## src/rtl/fp_pkg.sv

```systemverilog
// Shared FP29i / FP16 format constants, pipeline stage records and rounding helper
// for the FP ALU output path.
package fp_pkg;

  localparam int FP29_EXP  = 6;
  localparam int FP29_MAN  = 22;
  localparam int FP29_BIAS = 31;

  localparam int FP16_EXP  = 5;
  localparam int FP16_FRAC = 10;
  localparam int FP16_BIAS = 15;

  localparam logic [15:0] FP16_INF  = 16'h7C00;
  localparam logic [15:0] FP16_ZERO = 16'h0000;

  localparam logic [7:0]        FP16_EXP_MAX = 8'((1 << FP16_EXP) - 1);
  localparam logic signed [7:0] EXP_REBIAS   = 8'(FP29_BIAS - FP16_BIAS);

  // Stage 1: raw operand plus its leading-zero count
  typedef struct packed {
    logic                sgn;
    logic [FP29_EXP-1:0] expn;
    logic [FP29_MAN-1:0] man;
    logic [4:0]          lz;
    logic                zero;
  } s1_t;

  // Stage 2: biased FP16 exponent and working mantissa below the hidden bit
  typedef struct packed {
    logic        sgn;
    logic        zero;
    logic [7:0]  e_field;
    logic [20:0] man;
    logic        sticky;
  } s2_t;

  function automatic logic rne_up(input logic lsb, input logic guard, input logic sticky);
    return guard & (sticky | lsb);
  endfunction

endpackage

```

## src/rtl/lzc22.sv

```systemverilog
// Combinational 22-bit leading-zero counter; all-zero input yields 22.
module lzc22
  import fp_pkg::*;
(
  input  logic [FP29_MAN-1:0] din,
  output logic [4:0]          lz
);

  // Scan upward so the highest set bit determines the count
  always_comb begin
    lz = 5'd22;
    for (int i = 0; i < FP29_MAN; i++) begin
      lz = din[i] ? 5'(FP29_MAN - 1 - i) : lz;
    end
  end

endmodule

```

## src/rtl/fp29i_to_fp16_pack.sv

```systemverilog
// FP29i -> IEEE FP16 packer with round-to-nearest-even, three-stage stallable
// pipeline and sticky overflow/underflow flags.
module fp29i_to_fp16_pack
  import fp_pkg::*;
#(
  parameter int PIPE_DEPTH = 3
)
(
  input  logic                clk,
  input  logic                rst,
  input  logic                in_valid,
  output logic                in_ready,
  input  logic                in_sgn,
  input  logic [FP29_EXP-1:0] in_exp,
  input  logic [FP29_MAN-1:0] in_man_dn,
  output logic                out_valid,
  input  logic                out_ready,
  output logic [15:0]         out_fp16,
  input  logic                flag_clr,
  output logic                flag_ovf,
  output logic                flag_unf
);

  if (PIPE_DEPTH != 3) begin : g_bad_depth
    $error("fp29i_to_fp16_pack: PIPE_DEPTH must be 3");
  end

  logic                advance_s;
  logic [4:0]          lz_s;
  s1_t                 s1_r;
  s2_t                 s2_r;
  s2_t                 s2_s;
  logic                s1_valid_r;
  logic                s2_valid_r;
  logic [FP29_MAN-1:0] man_n_s;
  logic signed [7:0]   e16_s;
  logic signed [7:0]   neg_e_s;
  logic [4:0]          shm1_s;
  logic [44:0]         wide_s;
  logic [FP16_FRAC-1:0] frac_s;
  logic                guard_s;
  logic                sticky_s;
  logic                rup_s;
  logic [17:0]         mag_s;
  logic [15:0]         res_s;
  logic                ovf_s;
  logic                unf_s;

  assign advance_s = ~out_valid | out_ready;
  assign in_ready  = advance_s;

  lzc22 u_lzc (
    .din (in_man_dn),
    .lz  (lz_s)
  );

  // Normalise and derive the FP16 exponent; subnormals shift right by 1-e16 (cap 24).
  // The shifter works with shift-1 so the 45-bit window holds every meaningful bit.
  always_comb begin
    man_n_s = s1_r.man << s1_r.lz;
    e16_s   = $signed({2'b00, s1_r.expn}) - $signed({3'b000, s1_r.lz}) - EXP_REBIAS;
    neg_e_s = 8'sd0 - e16_s;
    shm1_s  = 5'd0;
    wide_s  = 45'd0;
    s2_s    = '0;
    s2_s.sgn  = s1_r.sgn;
    s2_s.zero = s1_r.zero;
    if (e16_s > 8'sd0) begin
      s2_s.e_field = e16_s;
      s2_s.man     = man_n_s[20:0];
      s2_s.sticky  = 1'b0;
    end else begin
      if (neg_e_s > 8'sd23) begin
        shm1_s = 5'd23;
      end else begin
        shm1_s = neg_e_s[4:0];
      end
      wide_s       = {man_n_s, 23'd0} >> shm1_s;
      s2_s.e_field = 8'd0;
      s2_s.man     = wide_s[44:24];
      s2_s.sticky  = |wide_s[23:0];
    end
  end

  // Round and pack; a fraction carry ripples into the exponent field naturally
  always_comb begin
    frac_s   = s2_r.man[20:11];
    guard_s  = s2_r.man[10];
    sticky_s = (|s2_r.man[9:0]) | s2_r.sticky;
    rup_s    = rne_up(frac_s[0], guard_s, sticky_s);
    mag_s    = {s2_r.e_field, frac_s} + {17'd0, rup_s};
    res_s    = FP16_ZERO;
    ovf_s    = 1'b0;
    unf_s    = 1'b0;
    if (s2_r.zero) begin
      res_s = FP16_ZERO | {s2_r.sgn, 15'd0};
    end else if (mag_s[17:10] >= FP16_EXP_MAX) begin
      res_s = FP16_INF | {s2_r.sgn, 15'd0};
      ovf_s = 1'b1;
    end else begin
      res_s = {s2_r.sgn, mag_s[14:0]};
      unf_s = (mag_s[14:0] == 15'd0);
    end
  end

  // Pipeline data registers, not reset
  always_ff @(posedge clk) begin
    if (advance_s) begin
      s1_r <= '{sgn: in_sgn, expn: in_exp, man: in_man_dn, lz: lz_s,
                zero: (in_man_dn == 22'd0)};
      s2_r <= s2_s;
    end
  end

  // Valid bits, output word and sticky flags; a flag set beats a same-cycle clear
  always_ff @(posedge clk) begin
    if (rst) begin
      s1_valid_r <= 1'b0;
      s2_valid_r <= 1'b0;
      out_valid  <= 1'b0;
      out_fp16   <= FP16_ZERO;
      flag_ovf   <= 1'b0;
      flag_unf   <= 1'b0;
    end else begin
      if (advance_s) begin
        s1_valid_r <= in_valid;
        s2_valid_r <= s1_valid_r;
        out_valid  <= s2_valid_r;
      end
      if (advance_s && s2_valid_r) begin
        out_fp16 <= res_s;
      end
      flag_ovf <= (advance_s & s2_valid_r & ovf_s) | (flag_ovf & ~flag_clr);
      flag_unf <= (advance_s & s2_valid_r & unf_s) | (flag_unf & ~flag_clr);
    end
  end

endmodule

```

## config.mk

```make
export PLATFORM = sky130hd
export DESIGN_NAME = fp29i_to_fp16_pack
export DESIGN_NICKNAME = d
export VERILOG_FILES = /design/src/rtl/fp_pkg.sv /design/src/rtl/lzc22.sv /design/src/rtl/fp29i_to_fp16_pack.sv
export SDC_FILE = /design/constraint.sdc
export NUM_CORES = 1
export LEC_CHECK = 0
export BUFFER_PORTS_ARGS = -buffer_cell sky130_fd_sc_hd__buf_4
export CAP_MARGIN = 25
export CORE_ASPECT_RATIO = 0.9
export CORE_MARGIN = 4
export CORE_UTILIZATION = 30
export CTS_BUF_LIST = sky130_fd_sc_hd__clkbuf_4 sky130_fd_sc_hd__clkbuf_8
export CTS_CLUSTER_SIZE = 24
export DETAILED_ROUTE_END_ITERATION = 16
export GPL_ROUTABILITY_DRIVEN = 0
export PLACE_DENSITY_LB_ADDON = 0.05
export SYNTH_ARGS = -nofsm -noshare
export SYNTH_HDL_FRONTEND = slang
export SYNTH_HIERARCHICAL = 1
export SYNTH_SLANG_ARGS = --single-unit
export TNS_END_PERCENT = 30
```

## constraint.sdc

```tcl
create_clock -name clk -period 10.2 [get_ports clk]
set_input_delay 1.53 -clock clk [delete_from_list [all_inputs] [get_ports clk]]
set_output_delay 1.53 -clock clk [all_outputs]
set_load 0.1 [all_outputs]
```

* Word-level counts from Yosys, hierarchy flattened
Index checks and enable logic that the tools add are counted.
Word-level totals: flip-flop bits (word level) 88, output and inout bits 20, word-level logic and storage cells 81
Operators by class: $add $sub $neg 4, order comparisons 3, shifts and indexed selects 2, mux-type cells 30, bitwise gates (word level) 13, reduce and logical (&&, ||, !) cells 9
Operators by type and width (count):
- >> shifter 45 x 5 -> 45 bit | 1
- 2-to-1 mux 5 bit | 7
- 2-to-1 mux 4 bit | 8
- 2-to-1 mux 15 bit | 2
- OR reduction 24 bit | 1
- zero test 22 bit | 1
- 2-to-1 mux 22 bit | 1
- << shifter 22 x 5 -> 22 bit | 1
- adder 18 x 1 -> 18 bit | 1
- OR reduction 16 bit | 1
- zero test 15 bit | 1
- 2-to-1 mux 3 bit | 4
- OR reduction 10 bit | 1
- greater-or-equal comparator 8 x 5 -> 1 bit (second input constant) | 1
- > comparator 8 x 1 -> 1 bit (second input constant) | 1
- > comparator 8 x 6 -> 1 bit (second input constant) | 1
- OR reduction 8 bit | 1
- subtractor 1 x 8 -> 8 bit (first input constant) | 1
- subtractor 7 x 6 -> 8 bit (second input constant) | 1
- subtractor 6 x 5 -> 7 bit | 1
- AND 1 bit | 6
- 2-to-1 mux 2 bit | 3
- 2-to-1 mux 1 bit | 5
- bitwise OR 1 bit | 5
- other kinds (4) | 5

* Longest topological paths before layout
Gate-level depths: netlist (run 1).
depth after elaboration 21, depth in mapped cells 26

* By module
Netlist (run 1), hierarchy kept.
Modules (own cells, without submodules):
- fp29i_to_fp16_pack | instances 1, cells each 762, area each 6870.3 sq um, sequential area each 2432.3 sq um
- lzc22 | instances 1, cells each 42, area each 240.2 sq um, sequential area each 0.0 sq um

* Worst setup path before layout (run 1)
No wires, ideal clock.
kind input-to-output, start point in out_ready, end point out in_ready, arrival 4400 ps, data required time 8670 ps, setup slack 4270 ps, stages 2, path buffers 1, path through nand2b_1 -> clkbuf_1
Between the ends: longest elaborated chain between the ends 1
Ends and longest elaborated chain:
- from (decl) | line fp29i_to_fp16_pack.sv:17 | input logic out_ready,
- bitwise OR 1 bit | line fp29i_to_fp16_pack.sv:49 | assign advance_s = ~out_valid | out_ready;
- to (decl) | line fp29i_to_fp16_pack.sv:12 | output logic in_ready,
No other way between the ends.

* Worst setup path in the final report (run 1)
start point reg s1_r[3] in the netlist's numbering, end point reg s2_r[0] in the netlist's numbering, data pin
Between the ends: longest elaborated chain between the ends 8, elaborated cells on any way between the ends 10
Ends and longest elaborated chain:
- from (decl) | line fp29i_to_fp16_pack.sv:30 | s1_t s1_r;
- from (signal assigned) | line fp29i_to_fp16_pack.sv:109 | s1_r <= '{sgn: in_sgn, expn: in_exp, man: in_man_dn, lz: lz_s,
- subtractor 6 x 5 -> 7 bit (*) | line fp29i_to_fp16_pack.sv:61 | e16_s = $signed({2'b00, s1_r.expn}) - $signed({3'b000, s1_r.lz}) - EXP_REBIAS;
- subtractor 7 x 6 -> 8 bit (*) | line fp29i_to_fp16_pack.sv:61
- via e16_s[5] | line fp29i_to_fp16_pack.sv:36 | logic signed [7:0] e16_s;
- subtractor 1 x 8 -> 8 bit | line fp29i_to_fp16_pack.sv:62 | neg_e_s = 8'sd0 - e16_s;
- > comparator 8 x 6 -> 1 bit | line fp29i_to_fp16_pack.sv:73 | if (neg_e_s > 8'sd23) begin
- 2-to-1 mux 5 bit | line fp29i_to_fp16_pack.sv:73
- 2-to-1 mux 5 bit | line fp29i_to_fp16_pack.sv:68 | if (e16_s > 8'sd0) begin
- >> shifter 45 x 5 -> 45 bit | line fp29i_to_fp16_pack.sv:78 | wide_s = {man_n_s, 23'd0} >> shm1_s;
- OR reduction 24 bit | line fp29i_to_fp16_pack.sv:81 | s2_s.sticky = |wide_s[23:0];
- to (signal assigned) | line fp29i_to_fp16_pack.sv:111 | s2_r <= s2_s;
- to (decl) | line fp29i_to_fp16_pack.sv:31 | s2_t s2_r;
Mark *: on every way through the listed nets, which the timed path passes. The rest lies on a longest branch. The select of a mux whose other input is x is not followed. A chain may end at the register's enable or synchronous reset.

==> impl_results.md, run 1 <==
* Status: complete, no violations
* Yosys Warn Count at 6
* Register Area at 2432 um2
* Worst-Skew Late Latency at 0.39 ns
* Worst hold-check path type: flip-flop to flip-flop
* Clock Skews at 0.01513 ns
* Number of cells upsized or downsized after cts at 0
* GRT Total Usage at 17.48%
* Period utilization at 68.89%
* Vias in the first global route at 6426
* First-pass GRT wire length at 36830 um
* Initial antenna violation count at 0
* CTS Buffer Depth at 2
* First drt pass iteration count at 6
* Post-Syn Area at between 7000 and 8000 um2
* Multi-input gate area at 4397 um2
* Synth top cells by count: nor2_1, edfxtp_1, nand2_1
* Number of register bits inferred by synthesis at 88
* Die width at 170.3 um
* Cts bufs inserted at 9
* Layout cells sized above 1 at 15.71%
* Synth-to-layout area growth at 11.79%
* Total number of vias at 6733
* Post-synth EDFFs at 67
* Fin crit period at 7.027 ns
* GRT overflow at 0
* Top-count cell post-synth: nor2_1
* Worst slew margin at 32.49%
* Clock slew at reported path FFs at 0.11 ns
* Power per cell area at 175.5 nW/um2
* Placed Area at 7762 um2
* Required @ worst endpoint at 10.33 ns
* Pre-CTS WS at between 3 and 4 ns
* Final setup fails at 0
* Ys flop type: edfxtp_1
* Net Count, Synth at 848
* Post CTS Setup Buffer Count at 0
* Core Region at 23340 um2
* Max frequency at between 0.1 and 0.15 GHz
* VDD IR max at slightly above 70 uV
* CTS tree: built
* Setup TNS at 0 ns
* Post-synthesis cell count at 804
* Hold Buf Count CTS at 0
* Nets at 873
* # IOs at 54
* Post-route ant nets at 0
* H-tree depth at 3
* Iter 0 DRT Violations at 734
* RSZ-0062 raised after global routing: false
* Post-synth ARST share at 0%
* LEAKAGE at around 2.9 nW
* Kind of critical path: flip-flop to flip-flop
* Initial core utilization at 30.46%
* Main area contributors after synthesis: edfxtp_1, dfxtp_1, nor2_1
* Final HPWL DP at 17960 um
* FP Rows at 53
* Die area at around 26000 um2
* Via/cell ratio at 5.927
* Avg Inst Size Synth at 8.844 um2
* CP endpoint kind: flip-flop
* Startpoint types: flip-flop
* Worst Tran Pin Value at 1.005 ns
* Placed Cells at approximately 1100
* Crit path max fanout at 17
* Largest net degree at the start of global routing at 46
* Non-filler cells, final at roughly 1100
* Worst path arrival time at 7.16 ns
* Wire length per cell at 20.59 um
* Max-cap violations at 0
* Yosys top cell by area: edfxtp_1
* Port bufs at 53
* # diodes at 0
* Sequential element share of the synthesized area at between 30% and 40%
* Post-synth cell types at 80
* Final worst slack at 3.173 ns
* Post-layout util at 34.05%
* Final non-filler cell area at 7949 um2
* Slew Viols, Final at 0
* Drt total wl at 23390 um
* Final Hold Viols at 0
* R2r setup slk at about 3.2 ns
* Clk sinks at 88
* Clock root cell: clkbuf_8
* Top cell type's share of synthesized area at 28.29%
* DRC Markers at 0
* Die Y at 154.1 um
* Fillers at 2460
[final timing paths]
| kind | from | to | cells after the start |
|---|---|---|---|
| setup reg to reg | s1_r[3] | s2_r[0] | 19 |
| hold / removal | s1_r[0] | s2_r[30] | 0 |
| setup / recovery | s1_r[3] | s2_r[0] | 19 |
| hold reg to reg | s1_r[0] | s2_r[30] | 0 |
[power by group]
group          total (mW)  internal (mW)  switching (mW)
sequential          0.465          0.435          0.0300
combinational       0.690          0.242           0.447
clock               0.241         0.0919           0.149
[state kept, by name (all words and copies together) (netlist names)]
signal,flops
flag_ovf,1
flag_unf,1
frac_s,10
guard_s,1
out_fp16,16
out_valid,1
s1_r,35
s1_valid_r,1
s2_r,21
s2_valid_r,1
[kinds of logic (layout without fill, tap and decap cells)]
kind of cell	Yosys count	count (layout)	share of synthesized area (%)
mux	64	64	12.07
other cells	1	1	0.05274
xor+xnor	24	24	3.062
buf+inv	74	104	4.135
compound gates	241	241	24.32
fa+ha+maj	10	10	1.865
flops	88	88	34.21
simple gates	302	302	20.29
[layer usage]
metal	vias up	wire length (um)	track usage, %
li1	3151	-	-
met1	3259	11140	25.77
met2	281	10300	26.30
met3	42	1454	2.725
met4	0	496	5.285
met5	-	0	0
[metrics by stage]
step                      hold slack [ns]  power, mW
after floorplan                    0.4003     0.9511
after global placement             0.4037      1.152
after detailed placement           0.4056      1.141
after CTS                          0.4327      1.387
after global routing               0.4416      1.480
final                              0.4317      1.395
[cells in the final DEF, fill, tap and decap left out, types with 15 or more instances in the layout]
| cell | instances |
|---|---|
| mux2i_1 | 34 |
| buf_4 | 61 |
| nor4_1 | 16 |
| nor3_1 | 18 |
| a21oi_1 | 46 |
| a211oi_1 | 15 |
| mux4_2 | 16 |
| nand2_1 | 64 |
| nor2_1 | 102 |
| a22oi_1 | 19 |
| dfxtp_1 | 21 |
| edfxtp_1 | 67 |
| nand3_1 | 28 |
| o21ai_0 | 37 |
| inv_1 | 23 |
[final cells by class]
class                      count  area share [%]
timing repair buffer          63           5.903
inverter                      25           1.181
tap                          302           4.754
clock inverter                 7          0.6926
sequential                    88           30.60
clock buffer                   9           1.558
multi-input combinational    642           55.31
[critical path, stage by stage (launching register included)]
cell	delay (ns)
edfxtp_1	0.68
clkinv_1	0.59
ha_1	0.65
a21oi_1	0.15
a21boi_1	0.34
o21ai_0	0.12
nand2_1	0.10
xor2_1	0.22
ha_1	0.33
or4_1	0.54
o2111a_1	0.26
and2_1	0.19
or2_1	0.44
a31oi_1	0.68
a21o_1	0.20
o211ai_1	0.08
a2111oi_0	0.75
nor2_1	0.08
o21ai_0	0.22
o211ai_1	0.14
Note: power is estimated with default switching activity, not from simulation.
==> run 2: changes to the inputs <==
ABC_AREA = 1   (was default)
clock period = 7.28 ns   (was 10.2 ns; I/O delays follow)
==> run 2 against run 1 <==
Effect of this change:
- flip-flop and latch count unchanged
- clock power increased by 65%
- count of clock-buffer cells in the layout increased by 1
- worst hold slack got worse by 0.017 ns
- synthesized area decreased by 7.7%
- clock skew increased by 0.0079 ns
- largest cell class unchanged
==> impl_results.md, run 2 <==
* Status: complete, no violations
* Yosys Warn Count at 6 (unchanged)
* Largest net degree at the start of global routing at 46 (unchanged)
* Layout cells sized above 1 at 10.84% (-4.9 points)
* Initial core utilization at 30.42% (-0.041 points)
* # diodes at 0 (unchanged)
* Largest regs: s1_r (35), s2_r (21), out_fp16 (16)
* Period utilization at 73.96% (+5.1 points)
* Post CTS Setup Buffer Count at 0 (unchanged)
* Worst hold-check path type: flip-flop to flip-flop
* Max reg flops at 35 (unchanged)
* Post-synth ARST share at 0% (unchanged)
* Placed Cells at 1262 (+13%)
* Post-Syn Area at 6561 um2 (-7.7%)
* Synth top cells by count: nand2_1, nand3_1, inv_1
* Synth-to-layout area growth at 12.28%
* Clock Skews at 0.02307 ns (+0.007931 ns)
* Initial antenna violation count at 0 (unchanged)
* Clock root cell: clkbuf_8
* Net Count, Synth at 997 (+18%)
* RSZ-0062 raised after global routing: false
* Crit path max fanout at 24 (+7)
* Number of cells upsized or downsized after cts at 0 (unchanged)
* Final setup fails at 0 (unchanged)
* Design Power at 1.993 mW (+43%)
* Register with the most flip-flops: s1_r
* Die width at 163.9 um (-3.8%)
* DRC Markers at 0 (unchanged)
* Nets at 1026 (+18%)
* Final HPWL DP at 15390 um (-14%)
* # IOs at 54 (unchanged)
* Drt total wl at 19570 um (-16%)
* Post-route ant nets at 0 (unchanged)
* Sequential element share of the synthesized area at 37.07% (+2.9 points)
* Post-synthesis cell count at 953 (+19%)
* GRT overflow at 0 (unchanged)
* GRT Total Usage at 16.21% (-1.3 points)
* Worst-Skew Late Latency at 0.38 ns (about the same)
* Main area contributors after synthesis: edfxtp_1, nand2_1, nand3_1
* Worst Tran Pin Value at 0.8081 ns (-0.1968 ns)
* Number of register bits inferred by synthesis at 88 (unchanged)
* Clk sinks at 88 (unchanged)
* Most frequent cells in the layout: nand2_1, nand3_1, inv_1, edfxtp_1, nor2_1
* Iter 0 DRT Violations at 464 (-37%)
* LEAKAGE at 3.341 nW (+15%)
* Worst slew margin at 46.13% (+14 points)
* Max-cap violations at 0 (unchanged)
* CTS Buffer Depth at 2 (unchanged)
* Total number of vias at 6273 (-6.8%)
* Worst path arrival time at 5.50 ns (-1.66 ns)
* Final worst slack at 1.896 ns (-1.277 ns)
* Die Y at 148.3 um (-3.7%)
* Most common cell after layout, fill and taps aside: nand2_1
* CP endpoint kind: flip-flop
* Setup TNS at 0 ns (unchanged)
* Power per cell area at 270.5 nW/um2 (+54%)
* Wire length per cell at 15.31 um (-26%)
* VDD IR max at 79.49 uV (+13%)
* Hold Buf Count CTS at 0 (unchanged)
* First drt pass iteration count at 5 (-1)
* Clock slew at reported path FFs at 0.11 ns (about the same)
* Top cell type's share of synthesized area at 30.66% (+2.4 points)
* Avg Inst Size Synth at 6.885 um2 (-22%)
* Yosys top cell by area: edfxtp_1
* Final Hold Viols at 0 (unchanged)
* Cts bufs inserted at 9 (unchanged)
* Post-synth cell types at 52 (-35%)
* H-tree depth at 3 (unchanged)
* Port bufs at 53 (unchanged)
* Pre-CTS WS at 1.982 ns (-1.346 ns)
* Core Region at 21570 um2 (-7.6%)
* Non-filler cells, final at 1278 (+13%)
* FP Rows at 51 (-3.8%)
* Post-synth EDFFs at 67 (unchanged)
* Kind of critical path: flip-flop to flip-flop
* Die area at 24300 um2 (-7.3%)
* Required @ worst endpoint at 7.39 ns (-2.94 ns)
* Top-count cell post-synth: nand2_1
* Startpoint types: flip-flop
* Fin crit period at 5.384 ns (-1.643 ns)
* Ys flop type: edfxtp_1
* Via/cell ratio at 4.908 (-17%)
* Slew Viols, Final at 0 (unchanged)
* Max frequency at 0.1857 GHz (+31%)
* Vias in the first global route at 6001 (-6.6%)
* First-pass GRT wire length at 31220 um (-15%)
* CTS tree: built
run 2: critical path, stage by stage, from the launching register on:
cell      delay [ns]
edfxtp_1        0.78
inv_1           0.51
fa_1            0.59
nand2_2         0.10
nand2_2         0.07
nand2_1         0.08
nand2_2         0.06
nand2_4         0.10
inv_2           0.07
ha_1            0.30
inv_1           0.10
nand4_1         0.12
nand2_1         0.13
nand3_4         0.09
nand2_8         0.19
nand2_2         0.30
inv_1           0.63
nand3_1         0.18
nand2_1         0.14
nand2_1         0.06
nor2_1          0.10
nand3_1         0.07
nand2_1         0.13
nand3_1         0.08
nand2_1         0.08
a21oi_2         0.05
run 2: final timing paths:
kind               to  cells after the start     start  slack [ns]
max           s2_r[0]                     25   s1_r[2]        1.90
min          s2_r[31]                      0  s1_r[34]        0.41
max reg2reg   s2_r[0]                     25   s1_r[2]        1.90
min reg2reg  s2_r[31]                      0  s1_r[34]        0.41
run 2: layout make-up:
| cell class | count | area (um2) |
|---|---|---|
| Fill cell | 2433 | 14200 |
| Multi-Input combinational cell | 731 | 3550 |
| Sequential cell | 88 | 2432 |
| Timing Repair Buffer | 57 | 427.9 |
| Inverter | 95 | 370.4 |
| Tap cell | 291 | 364.1 |
| Clock buffer | 10 | 131.4 |
| Clock inverter | 6 | 91.34 |
run 2: metrics by stage:
step                instance area, um2  hold slack (ns)  util (%)
finish                            7367           0.4146     34.16
global route                      7367           0.4280     34.16
CTS                               7367           0.4130     34.16
detailed placement                7144           0.4120     33.12
global placement                  7144           0.4015     33.12
floorplan                         6561           0.4003         -
run 2: cells by family after synthesis:
family                   Yosys count  synth area share, %
other                              1              0.05715
XOR/XNOR                          13                1.735
buffers and inverters            134                8.829
AO/OA/AOI/OAI                    122                10.64
flip-flops                        88                37.07
AND/OR/NAND/NOR                  580                38.88
multiplexers                       5               0.7628
adder cells (fa/ha/maj)           10                2.021
run 2: layer usage:
layer | up-vias | GRT usage (%) | wire length (um)
met4 | 0 | 4.109 | 209
met1 | 2896 | 21.79 | 9331
met5 | - | 0 | 0
li1 | 3231 | - | -
met3 | 11 | 2.771 | 799
met2 | 135 | 27.17 | 9229
run 2: where the power goes:
group          leakage, nW  switching (mW)  internal [mW]
combinational         2.32           0.656          0.275
sequential           0.906          0.0430          0.622
clock                0.116           0.197          0.200
